--- src/rtl/vector_mem_sequencer_if.sv ---
// ---------------------------------------------------------------------------
// vector_mem_sequencer_if
//
// Purpose:
//   Bundles the request, memory-port and result signals of the vector memory
//   sequencer so that the sequencer and its environment connect with a single
//   port each.
//
// Signals (direction given from the sequencer side, modport master):
//   start               in   execute-stage result valid
//   memWrite, memRead   in   request type (both high means write)
//   isScalarInstruction in   1 = one lane, 0 = VECTOR_SIZE lanes
//   address             in   base address (DATA_WIDTH)
//   dataToWrite         in   store data, lane i at [i*DATA_WIDTH +: DATA_WIDTH]
//   memReadData         in   memory read data, one-cycle latency
//   laneMask            in   per-lane enable (only with VMEM_LANE_MASK_EN)
//   memAddr             out  memory address
//   memWriteEnable      out  memory write strobe
//   memWriteData        out  memory write data
//   readVector          out  assembled load result
//   stall               out  upstream hold while busy
//   done                out  one-cycle completion pulse
//
// Configuration macro: VMEM_LANE_MASK_EN adds laneMask.
// ---------------------------------------------------------------------------
interface vector_mem_sequencer_if #(
  parameter int DATA_WIDTH  = 8,
  parameter int VECTOR_SIZE = 6
);

  logic                              start;
  logic                              memWrite;
  logic                              memRead;
  logic                              isScalarInstruction;
  logic [DATA_WIDTH-1:0]             address;
  logic [DATA_WIDTH*VECTOR_SIZE-1:0] dataToWrite;
  logic [DATA_WIDTH-1:0]             memReadData;
`ifdef VMEM_LANE_MASK_EN
  logic [VECTOR_SIZE-1:0]            laneMask;
`endif
  logic [DATA_WIDTH-1:0]             memAddr;
  logic                              memWriteEnable;
  logic [DATA_WIDTH-1:0]             memWriteData;
  logic [DATA_WIDTH*VECTOR_SIZE-1:0] readVector;
  logic                              stall;
  logic                              done;

  // Sequencer side
  modport master (
    input  start, memWrite, memRead, isScalarInstruction, address,
           dataToWrite, memReadData,
`ifdef VMEM_LANE_MASK_EN
           laneMask,
`endif
    output memAddr, memWriteEnable, memWriteData, readVector, stall, done
  );

  // Environment side (pipeline plus memory)
  modport slave (
    output start, memWrite, memRead, isScalarInstruction, address,
           dataToWrite, memReadData,
`ifdef VMEM_LANE_MASK_EN
           laneMask,
`endif
    input  memAddr, memWriteEnable, memWriteData, readVector, stall, done
  );

endinterface

--- src/rtl/vector_mem_sequencer.sv ---
// ---------------------------------------------------------------------------
// vector_mem_sequencer
//
// Purpose:
//   Serialises a scalar or vector load/store from the execute stage onto a
//   lane-wide memory port, one lane per cycle, and assembles load data back
//   into a full vector. The upstream pipeline is held with stall while busy
//   and a registered done pulse marks completion.
//
// Ports:
//   clk    in  single clock, rising edge
//   reset  in  synchronous active-high reset
//   bus    vector_mem_sequencer_if.master (request, memory port, result)
//
// Timing (accept cycle T, n lanes):
//   write: lane i issued on T+1+i, done on T+n+1
//   read : lane i issued on T+1+i, captured at end of T+2+i, done on T+n+2
//
// Configuration macro: VMEM_LANE_MASK_EN adds a per-lane mask latched at
//   accept; masked lanes keep their slot but neither write nor load data.
// ---------------------------------------------------------------------------
module vector_mem_sequencer #(
  parameter int DATA_WIDTH  = 8,
  parameter int VECTOR_SIZE = 6
) (
  input logic                   clk,
  input logic                   reset,
  vector_mem_sequencer_if.master bus
);

  localparam int CW = $clog2(VECTOR_SIZE + 1);
  localparam int VW = DATA_WIDTH * VECTOR_SIZE;

  typedef enum logic [1:0] {
    IDLE,
    WRITE,
    READ,
    DRAIN
  } state_t;

  state_t                 state_q, state_d;
  logic [CW-1:0]          laneIdx_q, laneIdx_d;
  logic [CW-1:0]          laneCount_q, laneCount_d;
  logic [DATA_WIDTH-1:0]  base_q, base_d;
  logic [VW-1:0]          data_q, data_d;
  logic [VECTOR_SIZE-1:0] mask_q, mask_d;
  logic                   pending_q, pending_d;
  logic [CW-1:0]          pendIdx_q, pendIdx_d;
  logic [VW-1:0]          readVector_q, readVector_d;
  logic                   done_q, done_d;

  logic [DATA_WIDTH-1:0]  memAddrC;
  logic                   memWriteEnableC;
  logic [DATA_WIDTH-1:0]  memWriteDataC;
  logic [DATA_WIDTH-1:0]  capVal;
  logic                   lastLane;

  // State register; reset overrides every update including an operation in
  // flight, so an aborted request never reaches its done pulse.
  always_ff @(posedge clk) begin
    if (reset) begin
      state_q      <= IDLE;
      laneIdx_q    <= '0;
      laneCount_q  <= '0;
      base_q       <= '0;
      data_q       <= '0;
      mask_q       <= '0;
      pending_q    <= 1'b0;
      pendIdx_q    <= '0;
      readVector_q <= '0;
      done_q       <= 1'b0;
    end else begin
      state_q      <= state_d;
      laneIdx_q    <= laneIdx_d;
      laneCount_q  <= laneCount_d;
      base_q       <= base_d;
      data_q       <= data_d;
      mask_q       <= mask_d;
      pending_q    <= pending_d;
      pendIdx_q    <= pendIdx_d;
      readVector_q <= readVector_d;
      done_q       <= done_d;
    end
  end

  assign lastLane = (laneIdx_q == laneCount_q - CW'(1));

  // Next-state, memory port drive and read-data capture.
  always_comb begin
    state_d         = state_q;
    laneIdx_d       = laneIdx_q;
    laneCount_d     = laneCount_q;
    base_d          = base_q;
    data_d          = data_q;
    mask_d          = mask_q;
    pending_d       = 1'b0;
    pendIdx_d       = pendIdx_q;
    readVector_d    = readVector_q;
    done_d          = 1'b0;
    memAddrC        = '0;
    memWriteEnableC = 1'b0;
    memWriteDataC   = '0;
    capVal          = '0;

    case (state_q)
      IDLE: begin
        if (bus.start && (bus.memWrite || bus.memRead)) begin
          base_d      = bus.address;
          data_d      = bus.dataToWrite;
          laneCount_d = bus.isScalarInstruction ? CW'(1) : CW'(VECTOR_SIZE);
          laneIdx_d   = '0;
`ifdef VMEM_LANE_MASK_EN
          mask_d      = bus.laneMask;
`else
          mask_d      = '1;
`endif
          // A request flagged as both read and write is treated as a write.
          state_d     = bus.memWrite ? WRITE : READ;
        end
      end

      WRITE: begin
        memAddrC = base_q + DATA_WIDTH'(laneIdx_q);
        if (mask_q[laneIdx_q]) begin
          memWriteEnableC = 1'b1;
          memWriteDataC   = data_q[laneIdx_q*DATA_WIDTH +: DATA_WIDTH];
        end
        if (lastLane) begin
          state_d = IDLE;
          done_d  = 1'b1;
        end else begin
          laneIdx_d = laneIdx_q + CW'(1);
        end
      end

      READ: begin
        memAddrC  = base_q + DATA_WIDTH'(laneIdx_q);
        pending_d = 1'b1;
        pendIdx_d = laneIdx_q;
        if (lastLane) begin
          state_d = DRAIN;
        end else begin
          laneIdx_d = laneIdx_q + CW'(1);
        end
      end

      DRAIN: begin
        state_d = IDLE;
        done_d  = 1'b1;
      end

      default: begin
        state_d = IDLE;
      end
    endcase

    // The lane issued last cycle has its data on memReadData now. The first
    // capture of a load clears the whole vector so a scalar load leaves the
    // upper lanes at zero and the previous result stays visible until then.
    if (pending_q) begin
      if (mask_q[pendIdx_q]) begin
        capVal = bus.memReadData;
      end
      if (pendIdx_q == '0) begin
        readVector_d = '0;
      end
      readVector_d[pendIdx_q*DATA_WIDTH +: DATA_WIDTH] = capVal;
    end
  end

  assign bus.memAddr        = memAddrC;
  assign bus.memWriteEnable = memWriteEnableC;
  assign bus.memWriteData   = memWriteDataC;
  assign bus.readVector     = readVector_q;
  assign bus.stall          = (state_q != IDLE);
  assign bus.done           = done_q;

endmodule

--- src/flat_wrapper.sv ---
// flat-port wrapper written by rule: the top's interface ports become plain ports
module vector_mem_sequencer_flat 
#(
  parameter int DATA_WIDTH  = 8,
  parameter int VECTOR_SIZE = 6
)
  (clk, reset, bus_start, bus_memWrite, bus_memRead, bus_isScalarInstruction, bus_address, bus_dataToWrite, bus_memReadData, bus_memAddr, bus_memWriteEnable, bus_memWriteData, bus_readVector, bus_stall, bus_done);
  vector_mem_sequencer_if #(.DATA_WIDTH(DATA_WIDTH), .VECTOR_SIZE(VECTOR_SIZE)) bus_i ();
  input logic clk;
  input logic reset;
  input wire logic [$bits(bus_i.start)-1:0] bus_start;
  input wire logic [$bits(bus_i.memWrite)-1:0] bus_memWrite;
  input wire logic [$bits(bus_i.memRead)-1:0] bus_memRead;
  input wire logic [$bits(bus_i.isScalarInstruction)-1:0] bus_isScalarInstruction;
  input wire logic [$bits(bus_i.address)-1:0] bus_address;
  input wire logic [$bits(bus_i.dataToWrite)-1:0] bus_dataToWrite;
  input wire logic [$bits(bus_i.memReadData)-1:0] bus_memReadData;
  output wire logic [$bits(bus_i.memAddr)-1:0] bus_memAddr;
  output wire logic [$bits(bus_i.memWriteEnable)-1:0] bus_memWriteEnable;
  output wire logic [$bits(bus_i.memWriteData)-1:0] bus_memWriteData;
  output wire logic [$bits(bus_i.readVector)-1:0] bus_readVector;
  output wire logic [$bits(bus_i.stall)-1:0] bus_stall;
  output wire logic [$bits(bus_i.done)-1:0] bus_done;
  assign bus_i.start = bus_start;
  assign bus_i.memWrite = bus_memWrite;
  assign bus_i.memRead = bus_memRead;
  assign bus_i.isScalarInstruction = bus_isScalarInstruction;
  assign bus_i.address = bus_address;
  assign bus_i.dataToWrite = bus_dataToWrite;
  assign bus_i.memReadData = bus_memReadData;
  assign bus_memAddr = bus_i.memAddr;
  assign bus_memWriteEnable = bus_i.memWriteEnable;
  assign bus_memWriteData = bus_i.memWriteData;
  assign bus_readVector = bus_i.readVector;
  assign bus_stall = bus_i.stall;
  assign bus_done = bus_i.done;
  vector_mem_sequencer #(.DATA_WIDTH(DATA_WIDTH), .VECTOR_SIZE(VECTOR_SIZE)) u_core (.clk(clk), .reset(reset), .bus(bus_i));
endmodule
--- config.mk ---
export PLATFORM = sky130hd
export DESIGN_NAME = vector_mem_sequencer_flat
export DESIGN_NICKNAME = d
export VERILOG_FILES = /design/src/rtl/vector_mem_sequencer_if.sv /design/src/rtl/vector_mem_sequencer.sv /design/src/flat_wrapper.sv
export SDC_FILE = /design/constraint.sdc
export NUM_CORES = 1
export LEC_CHECK = 0
export CAP_MARGIN = 0
export CORE_AREA = 2 2 99 149
export CTS_CLUSTER_SIZE = 8
export DETAILED_ROUTE_END_ITERATION = 7
export DIE_AREA = 0 0 101 151
export PLACE_DENSITY = 0.66
export SYNTH_ARGS = -nofsm -noshare
export SYNTH_HDL_FRONTEND = slang
export SYNTH_SLANG_ARGS = --single-unit
--- constraint.sdc ---
create_clock -name clk -period 2.1 [get_ports clk]
set_clock_uncertainty 0.05 [all_clocks]
set_input_delay 0.42 -clock clk [delete_from_list [all_inputs] [get_ports clk]]
set_output_delay 0.42 -clock clk [all_outputs]
set_load 0.02 [all_outputs]
== After elaboration in Yosys (flattened, before gate mapping) ==
Cells that the tools add are included.
Storage, ports and cells
  memory bits (read-only): 0
  memory bits (writable): 0
  memories: 0
  latch bits: 0
  output and inout port bits: 67
  register bits: 118
  input port bits: 70
Cells by class
  multiply operators: 0
  shift operators: 3
  mux-type cells: 26
  bitwise gates (word level): 0
  $add $sub $neg: 4
  divide/modulo/power cells: 0
  order comparisons: 2
  reductions and logical operators: 10
  equality and inequality tests: 8
Operators by type and width (number)
  $mux 48: 2
  $bwmux 48: 1
  $shift 8x34->48 const A: 1
  $shiftx 48x7->8: 1
  $shiftx 8x34->48: 1
  $mux 8: 5
  $neg 6->34: 1
  $mux 3: 3
  $add 8x3->8: 1
  $lt 3x4->1 const B: 2
  $mux 2: 4
  $pmux 2 s4: 1
  $bmux 1 s3: 2
  $mux 1: 6
  $ne 2x1->1 const B: 3
  $pmux 3 s2: 1
  $reduce_and 3->1: 2
  $eq 2x2->1 const B: 2
  $reduce_bool 2->1: 2
  $add 3x1->3 const B: 1
  $eq 3x3->1: 1
  $logic_not 3->1: 1
  $sub 3x1->3 const B: 1
  $eq 2x1->1 const B: 1
  other kinds (7): 7

== Longest topological paths before layout ==
Gate-level depths: netlist of the first run.
  word-level depth: 6
  depth in mapped cells: 9
  mapped depth without buffers: 7

== Worst setup path before layout of the first run ==
OpenSTA, ideal clock, no wires.
  path kind: register to register
  from: register u_core.pendIdx_q[0]
  to: register u_core.readVector_q[0], in the netlist u_core.bus.readVector[0]
  setup time: 0.060 ns
  cell stages (with the launch flop): 9
  path slack: -0.180 ns
  period minus slack after synthesis: 2.280 ns
  data arrival time: 2.170 ns
  cells stage by stage: dfxtp_1 > inv_1 > ha_1 > ha_1 > buf_4 > or4b_4 > nor4_4 > and2b_1 > a22o_1
On the way
  longest elaborated chain between the ends: 6
  elaborated cells between the ends (all ways): 11
  those cells by class: add/sub (1); shift (2); mux (7); reduce/logical (1)
Ends and longest elaborated chain
  from (decl): RTL line vector_mem_sequencer.sv:48  | logic [CW-1:0] pendIdx_q, pendIdx_d;
  from (signal assigned): RTL line vector_mem_sequencer.sv:80  | pendIdx_q <= pendIdx_d;
  $bmux 1 s3: RTL line vector_mem_sequencer.sv:161  | if (mask_q[pendIdx_q]) begin
  $mux 1 (implied by the code): RTL line vector_mem_sequencer.sv:161
  $mux 8: RTL line vector_mem_sequencer.sv:161
  $mux 8: RTL line vector_mem_sequencer.sv:160  | if (pending_q) begin
  $shiftx 8x34->48: RTL line vector_mem_sequencer.sv:167  | readVector_d[pendIdx_q*DATA_WIDTH +: DATA_WIDTH] = capVal;
  $bwmux 48 (*): RTL line vector_mem_sequencer.sv:167
  to (signal assigned): RTL line vector_mem_sequencer.sv:81  | readVector_q <= readVector_d;
  to (decl): RTL line vector_mem_sequencer.sv:49  | logic [VW-1:0] readVector_q, readVector_d;
Every way passes the cells marked *; elsewhere a longest branch is shown, timed or not. The select of a mux whose other input is x is not followed.
A chain may end at the register's enable or synchronous reset.

== Worst setup path after layout of the first run ==
  from: register u_core.laneIdx_q[0]
  to: output port bus_memAddr[6]
On the way
  longest elaborated chain between the ends: 2
Ends and longest elaborated chain
  from (decl): RTL line vector_mem_sequencer.sv:42  | logic [CW-1:0] laneIdx_q, laneIdx_d;
  from (signal assigned): RTL line vector_mem_sequencer.sv:74  | laneIdx_q <= laneIdx_d;
  $add 8x3->8: RTL line vector_mem_sequencer.sv:123, vector_mem_sequencer.sv:137
  $mux 8
  to (decl): RTL line flat_wrapper.sv:18  | output wire logic [$bits(bus_i.memAddr)-1:0] bus_memAddr;
No other way between the ends.

==> impl_metrics.py, run 1 <==
metrics = {
    "run_status": {
        "outcome": "finished with violations",
        "violations": "negative setup slack",
    },
    "final_layout": {
        "fillers": 1259,
        "fin_cells": 937,
        "antenna_cells": 0,
        "final_cell_mix": "nand2_1 (129), clkdlybuf4s50_1 (117), dfxtp_1 (107), a21oi_1 (74), buf_4 (56)",
        "multi_input_area_um2": 2790,
        "utilization_pct": 56.3,
        "stdcell_area_um2": 7840,
        "final_nets": 842,
        "mostFrequentLayoutCell": "nand2_1",
        "final_layout_size_suffix_gt1_share_pct": 24.9,
        "area_growth_pct": 53.9,
        "seq_area_um2": 2360,
    },
    "timing": {
        "hold_viol": 0,
        "holdWs_ns": 0.371,
        "rsz0062_at_grt": "yes",
        "slew_headroom_pct": 66.5,
        "fmax_ghz": 0.410,
        "fin_tns_setup_ns": -3.78,
        "worst_slack_ns": -0.341,
        "worst_slew_pin_slew_ns": 0.500,
        "min_period_ns": 2.44,
        "finalCritPeriodShare_pct": 116,
        "final-max-slew-violation-count": 0,
        "finalSetupViolCount": 15,
    },
    "flow_run": {
        "maxCapViolations": 0,
    },
    "global_routing": {
        "grt_pass1_wl_mm": 24.8,
        "grt_antenna_before_repair": 0,
        "grt_pass1_vias": 5139,
        "grtUsageMet1_pct": 21.2,
        "grtUsageTotal_pct": 20.7,
        "met3_usage_pct": 4.85,
        "grt-busiest-layer": "met2",
        "grt_max_degree": 55,
        "overflow": 0,
        "use_met2_pct": 38.5,
    },
    "synthesis": {
        "synth.mux.area_fraction_pct": 6.09,
        "yosysSeqAreaShare_pct": 46.0,
        "postSynthCellCount": 585,
        "synth_xor_xnor_area_share_pct": 1.20,
        "synthesis.nets": 668,
        "synth_edf_count": 0,
        "synthFlopType": "dfxtp_1",
        "ys_seq_elements": 117,
        "yosys-top-cells-area": "dfxtp_1 (46%), nand2_1 (9.5%), a21oi_1 (7.7%)",
        "yosys.area_share.simple_pct": 20.6,
        "synth_compound_area_share_pct": 18.5,
        "synth.cell_area_um2": 5090,
        "synthArstFlopShare_pct": 0,
        "synth_top_family_by_area": "simple AND/OR/NAND/NOR gates",
        "synthDistinctLibCells": 55,
        "postSynthAreaPerCell_um2": 8.71,
        "ys_warn_count": 0,
        "synth.top_cell.area_share_pct": 46.0,
        "yosys.area.top_type": "dfxtp_1",
        "synth_adder_area_share_pct": 3.34,
    },
    "clock_tree": {
        "numCtsBuffers": 17,
        "clkSinkCount": 117,
        "clk_pin_slew_ns": 0.06,
        "cts.path.max_buffers": 2,
        "clock_latency_ns": 0.40,
        "cts_root_buf": "clkbuf_16",
        "cts_tree": "built",
        "htree_levels": 4,
    },
    "power_and_ir_drop": {
        "p_leak_nw": 2.85,
        "finalPower_mw": 7.55,
        "peakVddDrop_v": 0.000483,
        "p_per_area_nw_per_um2": 962,
    },
    "route": {
        "drc": 0,
        "ant_nets": 0,
        "drtPass1Iterations": 4,
        "drt-initial-drc-count": 182,
        "wl_per_cell_um": 16.9,
        "wl_mm": 15.8,
        "vias": 5045,
        "via_per_inst": 5.38,
    },
    "placed_design": {
        "hpwl_mm": 11.2,
        "globalplace.congestion": 0.823,
        "place.port_buffers": 136,
        "pre_cts_ws_ns": -0.542,
        "placed_cell_area_um2": 6940,
        "placed_cells": 891,
    },
    "worst_setup_path": {
        "setup.worst_path.start_class": "flop",
        "max_stage_delay_ns": 0.37,
        "arrival_ns": 1.97,
        "path_class": "reg2out",
        "crit_family": "adder cells",
        "crit_buf_inv": 2,
        "crit_fanout": 3,
        "required_ns": 1.63,
        "crit_path_end_kind": "output pin",
        "path_cells": "ha_4 > inv_2 > fa_2 > nor2b_4 > o2111ai_2 > xor2_1 > nor2_2 > buf_6",
        "cp_slowest_cell": "dfxtp_4",
    },
    "die": {
        "core_area_um2": 13900,
        "die_y_um": 151,
        "dieArea_um2": 15300,
        "rows": 53,
        "start_util_pct": 36.6,
        "die_width_um": 101,
        "pin_count": 137,
    },
    "hold_path": {
        "hold_path.class": "in2reg",
    },
}
## state kept, by name, summed over array words and instances, names as in the netlist
signal and count:
u_core.pendIdx_q 3, u_core.data_q 48, u_core.laneIdx_q 3, u_core.bus.done 1, u_core.base_q 8, u_core.mask_q 1
u_core.bus.readVector 48, u_core.pending_q 1, u_core.laneCount_q 2, u_core.state_q 2
## power by group
part	total (mW)	switching [mW]	internal, mW
combinational	2.29	1.21	1.08
clock	2.68	1.11	1.57
sequential	2.57	0.137	2.44
## logic make-up after synthesis
group	after synthesis
AOI/OAI and AO/OA	145
xor gates and xnor gates	7
adders and majority gates	13
buffers and inverters	55
DFF	117
muxes	20
and+or+nand+nor	228
## per-layer routing
layer,vias to the layer above,routed length (um)
met1,2437,5900
met2,163,8740
met3,30,700
li1,2415,-
met5,-,0
met4,0,501
## what timing repair did
action	4_1_cts	5_1_grt
buffers inserted	8	5
hold buffers	0	0
setup endpoints to repair	26	43
pin swaps	15	22
gates resized for setup	115	27
cloned	2	0
## cell type report
class	instances	area share, %
multi-input cells	413	35.6
clock inverters	14	1.52
well taps	165	2.63
inverters	15	0.782
repair buffers	195	23.8
flip-flops and latches	117	30.1
clock buffers	18	5.60
## cell usage after synthesis (2+ instances only)
cell type and count:
dfxtp_1 117, a22oi_1 8, and2_1 2, xor2_1 4, nor2b_1 3, nor2_1 39, nor3_1 5, mux4_2 8
mux2_2 8, nand3_1 25, ha_1 12, buf_2 8, xnor2_1 3, a32oi_1 11, or4_4 2, nand2_1 129
o21ai_0 9, a21oi_1 78, o2bb2ai_1 5, inv_1 15, and2b_1 2, o211ai_1 3, a31o_2 4, nand4_1 6
a22o_1 5, buf_1 2, a211o_1 2, mux2i_1 4, clkbuf_1 29, a32o_1 12
## final timing paths
path / startpoint / end / slack [ns] / depth (start not counted)
worst max-delay path: u_core.laneIdx_q[0]$_SDFFE_PP0P_ / bus_memAddr[6] / -0.34 / 8
worst max register to register: u_core.laneCount_q[0]$_SDFFE_PP0P_ / u_core.laneIdx_q[2]$_SDFFE_PP0P_ / 0.03 / 5
worst min-delay path: reset / u_core.base_q[0]$_SDFFE_PP0P_ / 0.37 / 2
worst min register to register: u_core.data_q[23]$_SDFFE_PP0P_ / u_core.data_q[23]$_SDFFE_PP0P_ / 0.40 / 2
(Power assumes the default switching activity.)
==> run 2: changes to the inputs <==
Settings changed: SLEW_MARGIN from default to 5.
==> results of run 2 <==
No change in the layout: final DEF, timing and power equal those of run 1.
==> RTL change 1: new RTL, config.mk and constraints of run 1 <==
Reset style: asynchronous (`reset`), changed in one clocked block. Comments in the files are not updated.
--- a/src/rtl/vector_mem_sequencer.sv
+++ b/src/rtl/vector_mem_sequencer.sv
@@ -58,5 +58,5 @@
   // State register; reset overrides every update including an operation in
   // flight, so an aborted request never reaches its done pulse.
-  always_ff @(posedge clk) begin
+  always_ff @(posedge clk or posedge reset) begin
     if (reset) begin
       state_q      <= IDLE;
Check against the original RTL: differs if reset is asserted again (counterexample within 4 cycles, from zero or initial values and one cycle with reset high); with reset held inactive, the same outputs for 10 cycles.
==> RTL change 1 against run 1 <==
- the flow still finishes with violations (setup timing)
- synthesized cell count is 31% lower
- sequential share of layout area increased by 6.1 points
- sequential cell count unchanged
- worst hold slack worse by 0.041 ns
- final area up 3.2%
- critical path depth is 2 higher
- worst setup slack worse by 0.090 ns
- die area unchanged
- final cell count fell by 17%
- wire length shrank 11%
- first-iteration DRC count decreased by 4.9%
- synthesized area rose by 3.4%
Power is not compared: it rests on default switching activity, and its combinational part moved more than twofold at a synthesized area within 25%.
==> RTL change 1: results (changes against run 1) <==
- Global-route wire length before repair: 22.07 mm (-11%)
- GR Util met1: 0.2055 (-0.006873)
- IO Port Bufs: 136 (unchanged)
- Fillers: 1110 (-12%)
- Post-DP HPWL: 9.981 mm (-11%)
- Critical Path Max Stage Delay: ~0.36 ns
- Initial DRC count: 173 (-4.9%)
- Cell count after synthesis: 402 (-31%)
- Inserted Diodes: 0 (unchanged)
- TritonCTS buffer count: 17 (unchanged)
- Post-synth ARST share: 1.000 (+1.000)
- Worst Max-Slew Pin Slew: 0.5960 ns (+0.09582 ns)
- Post-route insts no fill: 779 (-17%)
- Grt met2 use: 0.3443 (-0.04100)
- Critical Path Slowest Stage Cell: fa_2
- Initial antenna violation count: 0 (unchanged)
- Syn. warnings: 0 (unchanged)
- Synth unique cells: 47 (-15%)
- DP Cell Count: 730 (-18%)
- Crit path max-delay family: buffers and inverters
- Worst reg2reg startpoint: u_core.pendIdx_q[0]
- Syn_nets: 485 (-27%)
- Htree depth: 4 (unchanged)
- Pre-antenna DRT Iters: 4 (unchanged)
- GRT Total Usage: 0.1874 (-0.01946)
- CP max FO: 3 (unchanged)
- Drt wl/cell: 18.00 um (+6.5%)
- Number of global-route vias before repair: 4396 (-14%)
- Critical path arrival: 2.06 ns (+0.09 ns)
- Crit. Startpoint: u_core.laneIdx_q[0]
- Clk root buf: clkbuf_16
- Met3 usage in global routing: 0.04338 (-0.005076)
- CTS max path bufs: 2 (unchanged)
- Clk pin slew, worst setup/hold paths: about 0.050 ns
- Gpl congestion: 0.8289 (+0.74%)
- Proportion of layout cells with a drive suffix above 1: 0.3795 (+0.1308)
- Worst IR Drop VDD: around 0.00080 V
- Setup violations, final: 15 (unchanged)
- Post-route setup slack: -0.4302 ns (-0.08966 ns)
- Failing checks: setup timing
- Leakage: 3.530 nW
- Clk Latency, worst-skew pair: 0.40 ns (about the same)
- Via count: 4119 (-18%)
- Post-synthesis sequential area ratio: 0.5558 (+0.09598)
- Top cells by count, synth: dfrtp_1, mux2_2, a22o_1
- Hold crit path type: input pin to async pin
- Status: finished with violations
- Nets: 684 (-19%)
- Maximum number of pins on one net before global-route repair: 49 (-11%)
- Synth area leaders: dfrtp_1, mux2_2, a22o_1, mux4_2, ha_1
[RTL change 1: changes by cell type after synthesis, moves of 27 or more]
cell	before	now
a21oi_1	78	4
a22o_1	5	32
dfrtp_1	0	117
dfxtp_1	117	0
mux2_2	8	65
nand2_1	129	25
[RTL change 1: what timing repair did]
item / in CTS / in global routing
cloned: 1 / 0
gates resized for setup: 100 / 37
setup buffers: 8 / 10
endpoints found under the setup margin: 18 / 37
pin swaps: 18 / 10
[RTL change 1: worst paths after layout]
check	end	slack, ns	cells past startpoint
max	bus_memAddr[2]	-0.43	10
max in group asynchronous	u_core.bus.readVector[10]	1.09	3
min in group clk	u_core.bus.readVector[22]	0.42	2
min	u_core.base_q[7]	0.33	2
min reg2reg	u_core.bus.readVector[22]	0.42	2
max reg2reg	u_core.bus.readVector[37]	0.08	7
[RTL change 1: power breakdown]
part	switching, W	internal, W
logic	0.00308	0.00352
registers	0.000584	0.00322
clock network	0.00107	0.00188
total	0.00473	0.00861
[RTL change 1: logic make-up after synthesis]
family,count (synthesis),share of synthesized area
multiplexers,75,0.1770
XOR/XNOR,6,0.009976
AO/OA/AOI/OAI,86,0.1247
flip-flops,117,0.5558
adder cells (fa/ha/maj),13,0.03230
buffers and inverters,29,0.02423
AND/OR/NAND/NOR,76,0.07601
[RTL change 1: routing by layer]
| layer | part of all wire | vias to the layer above |
|---|---|---|
| met2 | 0.54 | 137 |
| met4 | 0.020 | 0 |
| met3 | 0.047 | 23 |
| li1 | - | 1896 |
| met5 | 0 | - |
| met1 | 0.39 | 2063 |
[RTL change 1: final cells by class]
class,count,share of cell area
Sequential cell,117,0.3618
Timing Repair Buffer,195,0.2330
Inverter,14,0.007268
Clock inverter,14,0.02180
Multi-Input combinational cell,256,0.2975
Clock buffer,18,0.05304
Tap cell,165,0.02551
[RTL change 1: stage by stage]
stage          cell area (um2)  setup TNS (ns)  setup WS, ns    util
6_report                  8092          -5.169       -0.4302  0.5810
2_1_floorplan             5319        -0.07597      -0.07597       -
3_5_place_dp              7177          -5.536       -0.5306  0.5154
3_3_place_gp              7177          -5.320       -0.4879  0.5154
4_1_cts                   7893          -4.956       -0.4506  0.5668
5_1_grt                   8092          -6.438       -0.5073  0.5810
==> RTL change 2: new RTL, flow settings as in run 1 <==
Made on the original files. Re-encode `state_t` (4 states) as one-hot, 4 bits wide.
--- a/src/rtl/vector_mem_sequencer.sv
+++ b/src/rtl/vector_mem_sequencer.sv
@@ -32,9 +32,9 @@
   localparam int VW = DATA_WIDTH * VECTOR_SIZE;
 
-  typedef enum logic [1:0] {
-    IDLE,
-    WRITE,
-    READ,
-    DRAIN
+  typedef enum logic [3:0] {
+    IDLE  = 4'b0001,
+    WRITE = 4'b0010,
+    READ  = 4'b0100,
+    DRAIN = 4'b1000
   } state_t;
 
Formal check against the unedited RTL: no difference found for any inputs over 10 cycles, from zero or initial values and one cycle with reset high; not proved beyond that.
==> RTL change 2 against run 1 <==
- die area is the same
- via count shrank 1.6%
- highest routed layer unchanged
- wire length shrank 3.3%
- synthesized area shrank 0.52%
- sequential cell count grew 2
- final area shrank 0.11%
- the flow still finishes with violations (setup timing)
- global-route usage shrank 0.78 points
- worst setup slack lost 0.056 ns
Power is not compared: it rests on default switching activity, and its combinational part moved more than twofold at a synthesized area within 25%.
==> RTL change 2: results (changes against run 1) <==
- Post-synth ARST share: 0 (unchanged)
- Synth unique cells: 50 (-9.1%)
- Failing checks: setup timing
- Post-synth EDFFs: 0 (unchanged)
- Critical Path Max Stage Delay: around 0.36 ns
- Post-route setup slack: -0.3966 ns (-0.05610 ns)
- Maximum number of pins on one net before global-route repair: 56 (+1.8%)
- Syn_nets: 669 (+0.15%)
- Via count: 4962 (-1.6%)
- Pre-antenna DRT Iters: 5 (+1)
- Clk pin slew, worst setup/hold paths: 0.06 ns (about the same)
- Global-route wire length before repair: 23.95 mm (-3.4%)
- Inserted Diodes: 0 (unchanged)
- Routed WL: 15.32 mm (-3.3%)
- Post-synthesis sequential area ratio: 0.4701 (+0.01029)
- Gpl congestion: 0.8772 (+6.6%)
- Status: finished with violations
- Initial antenna violation count: 0 (unchanged)
- Die area: 15250 um2 (unchanged)
- Setup TNS Final: -4.074 ns (-0.2911 ns)
- TritonCTS buffer count: 17 (unchanged)
- Critical path arrival: 2.03 ns (+0.06 ns)
- Setup violations, final: 16 (+1)
- Nets: 840 (-0.24%)
- Leakage: 2.864 nW
- Critical Path Slowest Stage Cell: dfxtp_4
- Crit path max-delay family: adder cells
- Worst IR Drop VDD: roughly 0.00053 V
- Htree depth: 4 (unchanged)
- GRT Total Usage: 0.1991 (-0.007811)
- Initial DRC count: 225 (+24%)
- Syn. warnings: 0 (unchanged)
- Hold crit path type: register to register
- Synth area leaders: dfxtp_1, nand2_1, a21oi_1, a32oi_1, nor2_1
- Clk root buf: clkbuf_16
- Proportion of layout cells with a drive suffix above 1: 0.2209 (-0.02777)
- IO Port Bufs: 136 (unchanged)
- Top cells by count, synth: nand2_1, dfxtp_1, a21oi_1
- CP max FO: 3 (unchanged)
- Slew Limit Headroom: 0.6043 (-0.06087)
- Post-DP HPWL: 10.63 mm (-5.1%)
- CTS max path bufs: 2 (unchanged)
- Clk Latency, worst-skew pair: just over 0.4 ns
## RTL change 2: cell types whose count changed in the layout (fill, tap and decap cells not counted), sizes merged, moves of 4 or more
cell,run 1,this run
nor2,39,59
a32oi,11,29
a32o,12,0
inv,21,14
nand3,25,18
buf,77,71
a22o,5,0
nand4,6,1
o2bb2ai,5,0
a22oi,8,12
a31o,4,0
ha,12,8
nand2,129,133
o21ai,9,13
## RTL change 2: worst min-delay path, delay by kind of cell, from the launching register on
kind               cells  cell delay (ns)
and+or+nand+nor        1             0.05
DFF                    1             0.30
AOI/OAI and AO/OA      1             0.05
## RTL change 2: area by class of cell
| type | count | area, um2 |
|---|---|---|
| fillers | 1261 | 6093 |
| well taps | 165 | 206.4 |
| clock buffers | 18 | 439.2 |
| flip-flops and latches | 119 | 2394 |
| inverters | 8 | 30.03 |
| repair buffers | 191 | 1888 |
| multi-input cells | 424 | 2714 |
| clock inverters | 14 | 161.4 |
## RTL change 2: logic make-up after synthesis
family                     Yosys count  share of synthesized area
xor gates and xnor gates             8                    0.01383
and+or+nand+nor                    241                     0.2084
adders and majority gates            9                    0.02370
buffers and inverters               47                    0.04321
DFF                                119                     0.4701
AOI/OAI and AO/OA                  147                     0.1815
muxes                               19                    0.05926
## RTL change 2: power by group
part	leakage, nW	switching [W]	internal [W]	total (W)
clock network	0.285	0.00111	0.00181	0.00292
logic	1.61	0.000351	0.000371	0.000722
registers	0.969	0.0000528	0.00235	0.00240
## RTL change 2: path summary, 6_finish.rpt
kind                       startpoint                         to  slack [ns]  cells past startpoint
setup / recovery  u_core.laneIdx_q[0]             bus_memAddr[6]       -0.40                      7
hold / removal      u_core.data_q[32]          u_core.data_q[32]        0.40                      2
setup reg to reg  u_core.pendIdx_q[1]  u_core.bus.readVector[42]        0.12                      6
hold reg to reg     u_core.data_q[32]          u_core.data_q[32]        0.40                      2
## RTL change 2: timing repair
item / 4_1_cts / 5_1_grt
setup buffers: 3 / 6
endpoints found under the setup margin: 31 / 73
pin swaps: 12 / 19
resized for setup: 109 / 37
gates cloned: 1 / 1
## RTL change 2: through the flow
stage,hold slack [ns],setup slack (ns),total power (W),cells,cell area [um2]
global placement,0.3907,-0.4676,0.003090,896,6883
global route,0.4193,-0.4751,0.006265,939,7833
detailed placement,0.3944,-0.5091,0.003107,896,6883
finish,0.4006,-0.3966,0.006045,939,7833
floorplan,0.3723,0.01123,0.002789,590,5095
CTS,0.4027,-0.3829,0.006066,932,7622
## RTL change 2: metal layers
metal  up-vias  track usage  share of wire
met5         -            0              0
met1      2318       0.2174           0.38
met3        22      0.04615          0.057
met2       191       0.3817           0.55
met4         0      0.04865          0.014
li1       2431            -              -
